File: config.mk
export PLATFORM = sky130hd
export DESIGN_NAME = hit_collector
export DESIGN_NICKNAME = d
export VERILOG_FILES = /design/src/rtl/hit_collector.sv
export SDC_FILE = /design/constraint.sdc
export NUM_CORES = 1
export LEC_CHECK = 0
export CORE_MARGIN = 2
export CORE_UTILIZATION = 63
export CTS_BUF_LIST = sky130_fd_sc_hd__clkbuf_2
export CTS_CLUSTER_SIZE = 16
export DETAILED_ROUTE_END_ITERATION = 7
export PLACE_DENSITY = 0.81
export SYNTH_ARGS = -nofsm -noshare
export SYNTH_HDL_FRONTEND = slang
export SYNTH_SLANG_ARGS = --single-unit
File: constraint.sdc
create_clock -name clk -period 6.9 [get_ports clk]
set_input_delay 1.725 -clock clk [delete_from_list [all_inputs] [get_ports clk]]
set_output_delay 1.725 -clock clk [all_outputs]
set_load 0.03 [all_outputs]
File: src/rtl/hit_collector.sv
// hit_collector: scans LANES result words per input beat for leading-zero hits,
// queues {meta, lane, word} records in a FIFO and shifts them out serially, LSB first.
// Optional saturating hit counter: define HIT_CLOLLECTOR_COUNT_EN.
module hit_collector #(
  parameter int unsigned LANES  = 4,
  parameter int unsigned WORD_W = 32,
  parameter int unsigned META_W = 16,
  parameter int unsigned DEPTH  = 16,
  localparam int unsigned LIDX_W = (LANES > 1) ? $clog2(LANES) : 1,
  localparam int unsigned REC_W  = META_W + LIDX_W + WORD_W
) (
  input  logic                    clk,
  input  logic                    rst_n,
  input  logic                    in_valid,
  output logic                    in_ready,
  input  logic [LANES*WORD_W-1:0] in_word,
  input  logic [META_W-1:0]       in_meta,
  input  logic [6:0]              cfg_mask_bits,
  input  logic [LANES-1:0]        cfg_lane_en,
  input  logic                    out_req,
  output logic                    out_bit,
  output logic                    out_busy,
  output logic                    out_empty,
  output logic                    out_oflow,
  input  logic                    oflow_clr,
  output logic [15:0]             hit_count
);

  localparam int unsigned PTR_W  = $clog2(DEPTH);
  localparam int unsigned CNT_W  = PTR_W + 1;
  localparam int unsigned SCNT_W = $clog2(REC_W + 1);

  // Beat stage: lanes still waiting to be turned into records
  logic [LANES-1:0]        r_pend;
  logic [META_W-1:0]       r_meta;
  logic [LANES*WORD_W-1:0] r_words;

  // Record write register feeding the FIFO
  logic                    r_wr_vld;
  logic [REC_W-1:0]        r_wr_rec;

  // FIFO
  logic [REC_W-1:0]        r_mem [DEPTH];
  logic [PTR_W-1:0]        r_wr_ptr;
  logic [PTR_W-1:0]        r_rd_ptr;
  logic [CNT_W-1:0]        r_count;
  logic                    r_oflow;

  // Serial output
  logic [REC_W-1:0]        r_sh;
  logic [SCNT_W-1:0]       r_scnt;

  logic [WORD_W-1:0]       w_mask;
  logic [LANES-1:0]        w_hit;
  logic [LANES-1:0]        w_pend_rest;
  logic                    w_sel_vld;
  logic [LIDX_W-1:0]       w_sel_idx;
  logic [WORD_W-1:0]       w_sel_word;
  logic                    w_accept;
  logic                    w_empty;
  logic                    w_full;
  logic                    w_busy;
  logic                    w_pop;
  logic                    w_push;
  logic                    w_drop;

  // Hit detection on the incoming beat; shifts past WORD_W leave an all-ones mask
  always_comb begin
    w_mask = ~({WORD_W{1'b1}} >> cfg_mask_bits);
    w_hit  = '0;
    for (int k = 0; k < LANES; k++) begin
      w_hit[k] = cfg_lane_en[k] && ((in_word[k*WORD_W +: WORD_W] & w_mask) == '0);
    end
  end

  // Lowest-index pending lane is the one turned into a record this cycle
  always_comb begin
    w_sel_idx  = '0;
    w_sel_word = '0;
    for (int k = LANES - 1; k >= 0; k--) begin
      if (r_pend[k]) begin
        w_sel_idx  = LIDX_W'(k);
        w_sel_word = r_words[k*WORD_W +: WORD_W];
      end
    end
  end

  assign w_sel_vld   = |r_pend;
  assign w_pend_rest = r_pend & (r_pend - LANES'(1));

  // Ready only while at most one lane (stage or write register) is still unwritten
  assign in_ready = ~(|w_pend_rest) & ~(w_sel_vld & r_wr_vld);
  assign w_accept = in_valid & in_ready;

  assign w_empty = (r_count == '0);
  assign w_full  = (r_count == CNT_W'(DEPTH));
  assign w_busy  = (r_scnt != '0);
  assign w_pop   = out_req & ~w_empty & ~w_busy;
  assign w_push  = r_wr_vld & (~w_full | w_pop);
  assign w_drop  = r_wr_vld & w_full & ~w_pop;

  // Stage register: load a new beat or retire the lane just selected
  always_ff @(posedge clk or negedge rst_n) begin
    if (!rst_n) begin
      r_pend  <= '0;
      r_meta  <= '0;
      r_words <= '0;
    end else if (w_accept) begin
      r_pend  <= w_hit;
      r_meta  <= in_meta;
      r_words <= in_word;
    end else begin
      r_pend  <= w_pend_rest;
    end
  end

  // Record write register: one record per cycle toward the FIFO
  always_ff @(posedge clk or negedge rst_n) begin
    if (!rst_n) begin
      r_wr_vld <= 1'b0;
      r_wr_rec <= '0;
    end else begin
      r_wr_vld <= w_sel_vld;
      r_wr_rec <= {r_meta, w_sel_idx, w_sel_word};
    end
  end

  // FIFO storage; contents need no reset since pointers and count gate every read
  always_ff @(posedge clk) begin
    if (w_push) begin
      r_mem[r_wr_ptr] <= r_wr_rec;
    end
  end

  // FIFO pointers, occupancy and sticky overflow (a drop beats a same-cycle clear)
  always_ff @(posedge clk or negedge rst_n) begin
    if (!rst_n) begin
      r_wr_ptr <= '0;
      r_rd_ptr <= '0;
      r_count  <= '0;
      r_oflow  <= 1'b0;
    end else begin
      if (w_push) r_wr_ptr <= r_wr_ptr + PTR_W'(1);
      if (w_pop)  r_rd_ptr <= r_rd_ptr + PTR_W'(1);
      if (w_push && !w_pop) begin
        r_count <= r_count + CNT_W'(1);
      end else if (!w_push && w_pop) begin
        r_count <= r_count - CNT_W'(1);
      end
      if (w_drop) begin
        r_oflow <= 1'b1;
      end else if (oflow_clr) begin
        r_oflow <= 1'b0;
      end
    end
  end

  // Serialiser: load the FIFO head on a pop, then shift REC_W bits out LSB first
  always_ff @(posedge clk or negedge rst_n) begin
    if (!rst_n) begin
      r_sh   <= '0;
      r_scnt <= '0;
    end else if (w_pop) begin
      r_sh   <= r_mem[r_rd_ptr];
      r_scnt <= SCNT_W'(REC_W);
    end else if (w_busy) begin
      r_sh   <= r_sh >> 1;
      r_scnt <= r_scnt - SCNT_W'(1);
    end
  end

  assign out_bit   = w_busy & r_sh[0];
  assign out_busy  = w_busy;
  assign out_empty = w_empty;
  assign out_oflow = r_oflow;

`ifdef HIT_CLOLLECTOR_COUNT_EN
  logic [15:0] r_hit_cnt;

  // Count every hit reaching the FIFO write port, kept or dropped; saturates
  always_ff @(posedge clk or negedge rst_n) begin
    if (!rst_n) begin
      r_hit_cnt <= '0;
    end else if (r_wr_vld && (r_hit_cnt != 16'hFFFF)) begin
      r_hit_cnt <= r_hit_cnt + 16'd1;
    end
  end

  assign hit_count = r_hit_cnt;
`else
  assign hit_count = 16'h0000;
`endif

endmodule

# --- Yosys cells after proc, flatten, opt, wreduce, memory -nomap -nowiden ---
# Memories as Yosys holds them, arrays and structs flattened.
# Cells that the tools add are included.
classes:
  bitwise_logic: 22
  n_shift: 1
  n_mux: 19
  n_reduce_logical: 19
  addsub: 6
  eq_ne: 1
ops:
  columns: ["op", "count"]
  rows:
  - ["$and A32 B32 Y32", 4]
  - ["$logic_not A32 Y1", 4]
  - ["$mux W32", 4]
  - ["$mux W50", 2]
  - ["$not A32 Y32", 1]
  - ["$shr A32 B7 Y32 const A", 1]
  - ["$mux W6", 2]
  - ["$mux W5", 2]
  - ["$and A1 B1 Y1", 9]
  - ["$add A4 B1 Y4 const B", 2]
  - ["$mux W2", 4]
  - ["$reduce_or A4 Y1", 2]
  - ["$logic_and A1 B1 Y1", 6]
  - ["$not A1 Y1", 6]
  - ["$reduce_bool A2 Y1", 3]
  - ["$reduce_bool A6 Y1", 1]
  - ["$sub A6 B1 Y6 const B", 1]
  - ["$add A5 B1 Y5 const B", 1]
  - ["$eq A5 B5 Y1 const B", 1]
  - ["$logic_not A5 Y1", 1]
  - ["$sub A5 B1 Y5 const B", 1]
  - ["$and A4 B4 Y4", 1]
  - ["$mux W1", 4]
  - ["$mux W4", 1]
  - ["3 further kinds", 4]
word_totals:
  n_memories: 1
  in_bits: 160
  wordCells: 80
  regBits: 269
  mem_bits_rw: 800
  output_inout_bits: 21
mem_list:
  columns: ["name", "depth", "word_bits", "read_ports", "rd_clocked_by_memory_dff", "wr", "line_no", "rtl"]
  rows:
  - ["r_mem", 16, 50, 1, 0, 1, "43", "logic [REC_W-1:0] r_mem [DEPTH];"]

# --- Longest topological paths before layout ---
# Gate-level depths: netlist (run 1).
depth:
  depth_word: 10
  ltp_mapped: 15
  mapped_depth_nobuf: 14

# --- Least setup slack after synthesis (run 1) ---
# OpenSTA, ideal clock, no wires.
synth_path:
  path_type: "in2reg"
  start: "in out_req"
  end: "mem r_mem[3][0] (netlist bit) (enable)"
  t_arrival_ns: 5.752
  path_stages: 4
  setup_slack_ns: 0.629
  n_path_buf: 0
  setup_time_ns: 0.519
  cell_sequence: "nand2_1 -> a31oi_2 -> nand2_1 -> nor3_1"
synth_between:
  elab_chain_cells: 6
synth_lines:
  columns: ["element", "line_no", "rtl"]
  rows:
  - ["start, declared", "20", "input logic out_req,"]
  - ["$and A1 B1 Y1 (2 in series)", "98", "assign w_pop = out_req & ~w_empty & ~w_busy;"]
  - ["$or A1 B1 Y1", "99", "assign w_push = r_wr_vld & (~w_full | w_pop);"]
  - ["$and A1 B1 Y1", "99", null]
  - ["via w_push", "64", "logic w_push;"]
  - ["$mux W1", "130", "if (w_push) begin"]
  - ["$mux W1 (not written as such)", "131", "r_mem[r_wr_ptr] <= r_wr_rec;"]
  - ["end, declared", "43", null]
# The timed path passes the listed nets, and every way through them passes these cells.

# --- Final worst setup path (run 1) ---
layout_path:
  start: "reg r_scnt[0]"
  end: "out out_bit"
layout_between:
  elab_chain_cells: 2
layout_lines:
  columns: ["element", "line_no", "rtl"]
  rows:
  - ["start, declared", "51", "logic [SCNT_W-1:0] r_scnt;"]
  - ["start signal, assigned", "165", "r_scnt <= SCNT_W'(REC_W);"]
  - ["start signal, assigned", "168", "r_scnt <= r_scnt - SCNT_W'(1);"]
  - ["$reduce_bool A6 Y1", "97", "assign w_busy = (r_scnt != '0);"]
  - ["$and A1 B1 Y1", "172", "assign out_bit = w_busy & r_sh[0];"]
  - ["end, declared", "21", "output logic out_bit,"]
# Every way passes these cells.

==> results of run 1 <==
==> routing by layer <==
metal	track usage (%)	up-vias	wire, µm
met4	12.5	2	3750
met3	7.34	194	10400
met2	50.8	1492	53200
met5	0	-	16
met1	44.1	12600	41100
li1	-	10200	-
==> path summary, 6_finish.rpt <==
| path | startpoint | end | slack [ps] | cells after the start |
|---|---|---|---|---|
| max | r_scnt[0]$_DFFE_PN0P_ | out_bit | 1490 | 7 |
| min in group asynchronous | rst_n | r_words[13]$_DFFE_PN0P_ | 380 | 1 |
| max reg2reg | r_scnt[3]$_DFFE_PN0P_ | r_mem[11][15]$_DFFE_PP_ | 2720 | 8 |
| min reg2reg | r_meta[8]$_DFFE_PN0P_ | r_wr_rec[42]$_DFF_PN0_ | 370 | 0 |
| min | r_meta[8]$_DFFE_PN0P_ | r_wr_rec[42]$_DFF_PN0_ | 370 | 0 |
| max in group asynchronous | rst_n | r_sh[21]$_DFFE_PN0P_ | 5120 | 2 |
==> cell usage after synthesis, types with 2 or more instances <==
| cell | n |
|---|---|
| edfxtp_1 | 800 |
| dfrtp_1 | 269 |
| mux4_2 | 224 |
| a21oi_1 | 161 |
| nand2_1 | 159 |
| mux2_2 | 125 |
| nor2_1 | 119 |
| o21ai_0 | 70 |
| clkbuf_1 | 64 |
| a211oi_1 | 54 |
| a22oi_1 | 52 |
| nor2b_1 | 29 |
| buf_2 | 28 |
| buf_4 | 27 |
| mux2i_1 | 27 |
| buf_6 | 25 |
| buf_1 | 19 |
| inv_1 | 13 |
| nand3_1 | 13 |
| nor3_1 | 13 |
| ha_1 | 10 |
| xnor2_1 | 10 |
| nand4_1 | 7 |
| o211ai_1 | 5 |
| o21ai_1 | 5 |
| nand2b_1 | 4 |
| o22ai_1 | 4 |
| a21o_1 | 3 |
| a221oi_1 | 3 |
| a222oi_1 | 3 |
| a22o_1 | 3 |
| and2_1 | 3 |
| and3_1 | 3 |
| nor4_1 | 3 |
| xor2_1 | 3 |
| a2111o_1 | 2 |
| a21boi_0 | 2 |
| a31o_2 | 2 |
| o2111ai_1 | 2 |
| o31ai_1 | 2 |
| or3_1 | 2 |
| or4_1 | 2 |
==> kinds of logic (layout without fill, tap and decap cells) <==
family	Yosys count	after routing	synth area share, %
flops	1069	1069	72.1
fa+ha+maj	13	13	0.390
buf+inv	177	692	2.32
xor+xnor	13	13	0.267
other cells	1	20	0.00879
simple gates	363	363	3.67
compound gates	382	382	5.48
mux	376	376	15.8
==> area by class of cell <==
cell class	instances	area share, %
repair buffers	208	4.29
flip-flops and latches	1069	64.7
inverters	14	0.111
well taps	873	2.30
diodes	4	0.0211
multi-input cells	1163	23.4
clock buffers	421	4.43
clock inverters	49	0.734
==> cell usage in the layout, fill, tap and decap left out, types with 6 or more instances in the layout <==
master           count
bufinv_16            6
dfrtp_1            263
a22oi_1             52
nand3_1             13
a21oi_1            161
mux2i_1             27
o21ai_0             70
inv_1               13
a211oi_1            54
clkbuf_2           421
nand4_1              7
buf_4               39
nor2_4              12
ha_1                10
mux4_2             224
nor2b_1             26
nand2_1            158
edfxtp_1           800
nor2_1             107
conb_1              16
clkinv_1            38
mux2_2             125
xnor2_1             10
nor3_1               9
clkdlybuf4s50_1    163
==> where the power goes <==
part | switching [mW] | internal [mW]
logic | 1.10 | 1.00
registers | 0.278 | 7.13
clock network | 2.44 | 1.82
total | 3.81 | 9.96
==> stage by stage <==
step	area, µm²	instances	util, %
2_1_floorplan	42700	2409	-
4_1_cts	47500	3797	70.8
3_5_place_dp	45100	3327	67.1
3_3_place_gp	45100	3327	67.1
6_report	47500	3801	70.8
5_1_grt	47500	3798	70.8
==> sequential cells by signal, indices dropped and copies added (netlist names) <==
name       cells
r_meta        16
r_sh          50
r_wr_ptr       4
out_oflow      1
r_pend         4
r_wr_rec      50
r_scnt         6
r_words      128
r_count        5
r_rd_ptr       4
r_wr_vld       1
r_mem        800
==> flow_summary.toml, run 1 <==
[worst_setup_path]
required_ps = 5180
crit_buf_inv = 3
crit_chain = "inv_1, ha_1, nand2b_1, nor2b_4, inv_2, and2_1, clkdlybuf4s50_1"
slowest_stage = "clkdlybuf4s50_1"
arrival_ps = 3680
max_stage_delay_ps = 670
path_delay_family = "buffers and inverters"
startpoint_type = "flop"
setup.worst_path.class = "flop to output port"
end_kind = "output port"
crit_fanout = 28

[clock_tree]
cts.sinks = 1069
htreeDepth = 5
path_clk_slew_ps = 90
worstSkewPairLatency_ps = 1450
numCtsBuffers = 277
clockBufferDepth = 4
cts_setup_buffers = 0
cts_hold_buf = 0
tritoncts = "yes"
ctsRootBufferMaster = "clkbuf_2"
cts_resized = 0

[yosys]
yosysTopAreaCellShare_pct = 56.3
synth_warnings = 0
syn_area_um2 = 42700
yosys_most_used_dff = "edfxtp_1"
postSynthCellCount = 2394
synth.avg_cell_area_um2 = 17.8
synthArstFlopShare_pct = 25.2
synth.distinct_cells = 62
yosysSeqAreaShare_pct = 72.1
synth-edff-count = 800
yosys.area.top_type = "edfxtp_1"
synth-seq-cells = 1069
synth_area_leaders = "edfxtp_1 56%, dfrtp_1 16%, mux4_2 12%, mux2_2 3.3%, a21oi_1 1.9%"

[grt]
grt_pass1_wl_um = 162000
grt_max_degree = 141
overflow = 0
antenna_found_initial = 2
grt_pass1_vias = 25600
grt_use_total_pct = 32.0

[floorplanning]
dieWidth_um = 264
start_util_pct = 63.5
fp.dieH_um = 264
die_area_um2 = 69800
coreArea_um2 = 67200
pin_count = 181
num_rows = 95

[timing]
min_period_over_period_pct = 78.4
layout_min_cycle_time_ps = 5410
finalHoldViolCount = 0
max_freq_mhz = 185
fin_tns_setup_ps = 0
rsz0062_at_grt = "false"
holdWs_ps = 366
slew_headroom_pct = 21.2
slew_violations = 0
tightest_slew_ps = 1180
fin_ws_ps = 1490
setup_viol = 0
clock_skew_ps = 165

[drt]
via_per_inst = 6.45
drt_wl_total_um = 108000
drt_first_iter_violations = 2345
vias = 24500
first_pass_iters = 6
ant_nets = 0
drc_errors = 0
wl_per_cell_um = 28.5

[run_status]
status = "complete, no violations"

[flow_run]
cap_violations = 0

[power_and_ir_drop]
p_leak_nw = 17.7
max-vdd-ir-drop_uv = 203
powerDensity_nw_per_um2 = 290
power_mw = 13.8

[placement]
dp_hpwl_um = 68800
pre_cts_slack_ps = 1890
io_buffers = 164
place.gp.congestion = 0.946

[hold_path]
hold_path.class = "flop to flop"

[cells_and_area]
nFillCells = 4137
multiInputGateArea_um2 = 11100
seqCellArea_um2 = 30800
area_growth_pct = 11.4
final_nets = 2904
layout-drive-gt1-share_pct = 29.6
(Power assumes the default switching activity.)
==> run 2, diff against run 1 <==
==> constraint.sdc (replaced) <==
create_clock -name clk -period 5.2 [get_ports clk]
set_input_delay 1.3 -clock clk [delete_from_list [all_inputs] [get_ports clk]]
set_output_delay 1.3 -clock clk [all_outputs]
set_load 0.03 [all_outputs]
==> flow_summary.toml, run 2 (synthesized netlist as in run 1, its figures left out) <==
[grt]
antenna_found_initial = 4
grt_max_degree = 88
overflow = 0
grt_pass1_wl_um = 162000
grt_pass1_vias = 26000
grt_use_total_pct = 32.2

[floorplanning]
fp.dieH_um = 264
coreArea_um2 = 67200
dieWidth_um = 264
pin_count = 181
start_util_pct = 63.5
num_rows = 95
die_area_um2 = 69800

[hold_path]
hold_path.class = "flop to flop"
min_path_cells = 0
worstHoldStart = "r_meta[5]$_DFFE_PN0P_"
whs_endpoint = "r_wr_rec[39]$_DFF_PN0_"

[timing]
fin_tns_setup_ps = 0
setup_viol = 0
clock_skew_ps = 156
finalHoldViolCount = 0
tightest_slew_ps = 1110
fin_ws_ps = 474
slew_headroom_pct = 25.7
max_freq_mhz = 212
holdWs_ps = 380
slew_violations = 0
rsz0062_at_grt = "false"
min_period_over_period_pct = 90.9
layout_min_cycle_time_ps = 4730

[power_and_ir_drop]
combPwrFrac_pct = 15.4
seqPwrFrac_pct = 54.3
p_int_mw = 13.1
power_frac_clock_pct = 30.4
power.switching_mw = 5.05
max-vdd-ir-drop_uv = 276
powerDensity_nw_per_um2 = 380
power.share.switching_pct = 27.8
p_leak_nw = 17.7

[worst_setup_path]
path_delay_family = "buffers and inverters"
crit_chain = "maj3_2, o31ai_4, clkdlybuf4s50_1"
r2r_slack_ps = 1880
arrival_ps = 3430
startpoint_type = "flop"
reg2reg_to = "r_mem[15][25]$_DFFE_PP_"
crit_buf_inv = 1
setup.worst_path.class = "flop to output port"
slowest_stage = "clkdlybuf4s50_1"
crit_fanout = 28
rr_worst_depth = 7
r2r_start = "r_scnt[3]$_DFFE_PN0P_"
max_stage_delay_ps = 760
end_kind = "output port"
required_ps = 3900

[clock_tree]
cts_setup_buffers = 0
path_clk_slew_ps = 100
ctsRootBufferMaster = "clkbuf_2"
clockBufferDepth = 4
worstSkewPairLatency_ps = 1430
cts_resized = 0
tritoncts = "yes"
htreeDepth = 5
cts.sinks = 1069
numCtsBuffers = 275
cts_hold_buf = 1

[cells_and_area]
area_growth_pct = 12.1
largest_register_ffs = 800
layout-drive-gt1-share_pct = 29.6
layout_commonest_cell = "edfxtp_1"
reg_top3 = "r_mem (800), r_words (128)"
final_nets = 2909
layout_common_cells = "800 x edfxtp_1, 408 x clkbuf_2, 263 x dfrtp_1, 224 x mux4_2, 163 x clkdlybuf4s50_1"
largest-register = "r_mem"
utilization_pct = 71.2
finalNonFillerCells = 3809

[placement]
place.gp.congestion = 0.955
placed_cells = 3333
pre_cts_slack_ps = 1050
dp_hpwl_um = 67100
io_buffers = 164

[drt]
drt_wl_total_um = 109000
drt_first_iter_violations = 3018
drc_errors = 0
vias = 24500
ant_nets = 0
first_pass_iters = 5
via_per_inst = 6.43
wl_per_cell_um = 28.7

[run_status]
status = "complete, no violations"

[flow_run]
cap_violations = 0
## run 2: worst max path at each step
stage / start / end / depth (start not counted)
4_1_cts: r_pend[1]$_DFF_PN0_ / in_ready / 3
2_1_floorplan: out_req / r_mem[7][0]$_DFFE_PP_ / 4
3_3_place_gp: cfg_mask_bits[6] / r_pend[1]$_DFF_PN0_ / 7
6_report: r_pend[1]$_DFF_PN0_ / in_ready / 3
5_1_grt: r_pend[1]$_DFF_PN0_ / in_ready / 3
3_5_place_dp: cfg_mask_bits[3] / r_pend[1]$_DFF_PN0_ / 7
## run 2: final cells by class
class	instances	area, µm²
Antenna cell	5	12.5
Clock buffer	408	2040
Clock inverter	62	347
Fill cell	4083	19400
Inverter	14	52.6
Multi-Input combinational cell	1163	11100
Sequential cell	1069	30800
Tap cell	873	1090
Timing Repair Buffer	215	2340
## run 2: worst reg2reg max path: cells and delay by family, from the launching register on
kind / cells / cell delay, ps
simple gates: 5 / 1640
buf+inv: 1 / 360
flops: 1 / 430
compound gates: 1 / 480
## run 2: power groups by stage
stage	sequential, mW	clock, mW	combinational, mW
after floorplan	9.82	0	2.19
after global placement	10.0	0	2.74
after detailed placement	10.0	0	2.80
after CTS	9.84	5.62	2.81
after global routing	9.90	6.04	3.00
final	9.85	5.51	2.79
## run 2: metrics by stage
stage,area (µm²),total power [mW]
floorplan,42700,12.0
global placement,45400,12.7
detailed placement,45400,12.8
CTS,47800,18.3
global route,47800,18.9
finish,47800,18.1
## run 2: routing by layer
metal / part of all wire (%) / GRT usage, % / wire [µm]
met2: 50 / 51.8 / 54200
met5: 0 / 0 / 0
met4: 3.6 / 14.1 / 3890
met3: 8.9 / 6.19 / 9720
met1: 38 / 43.7 / 41600
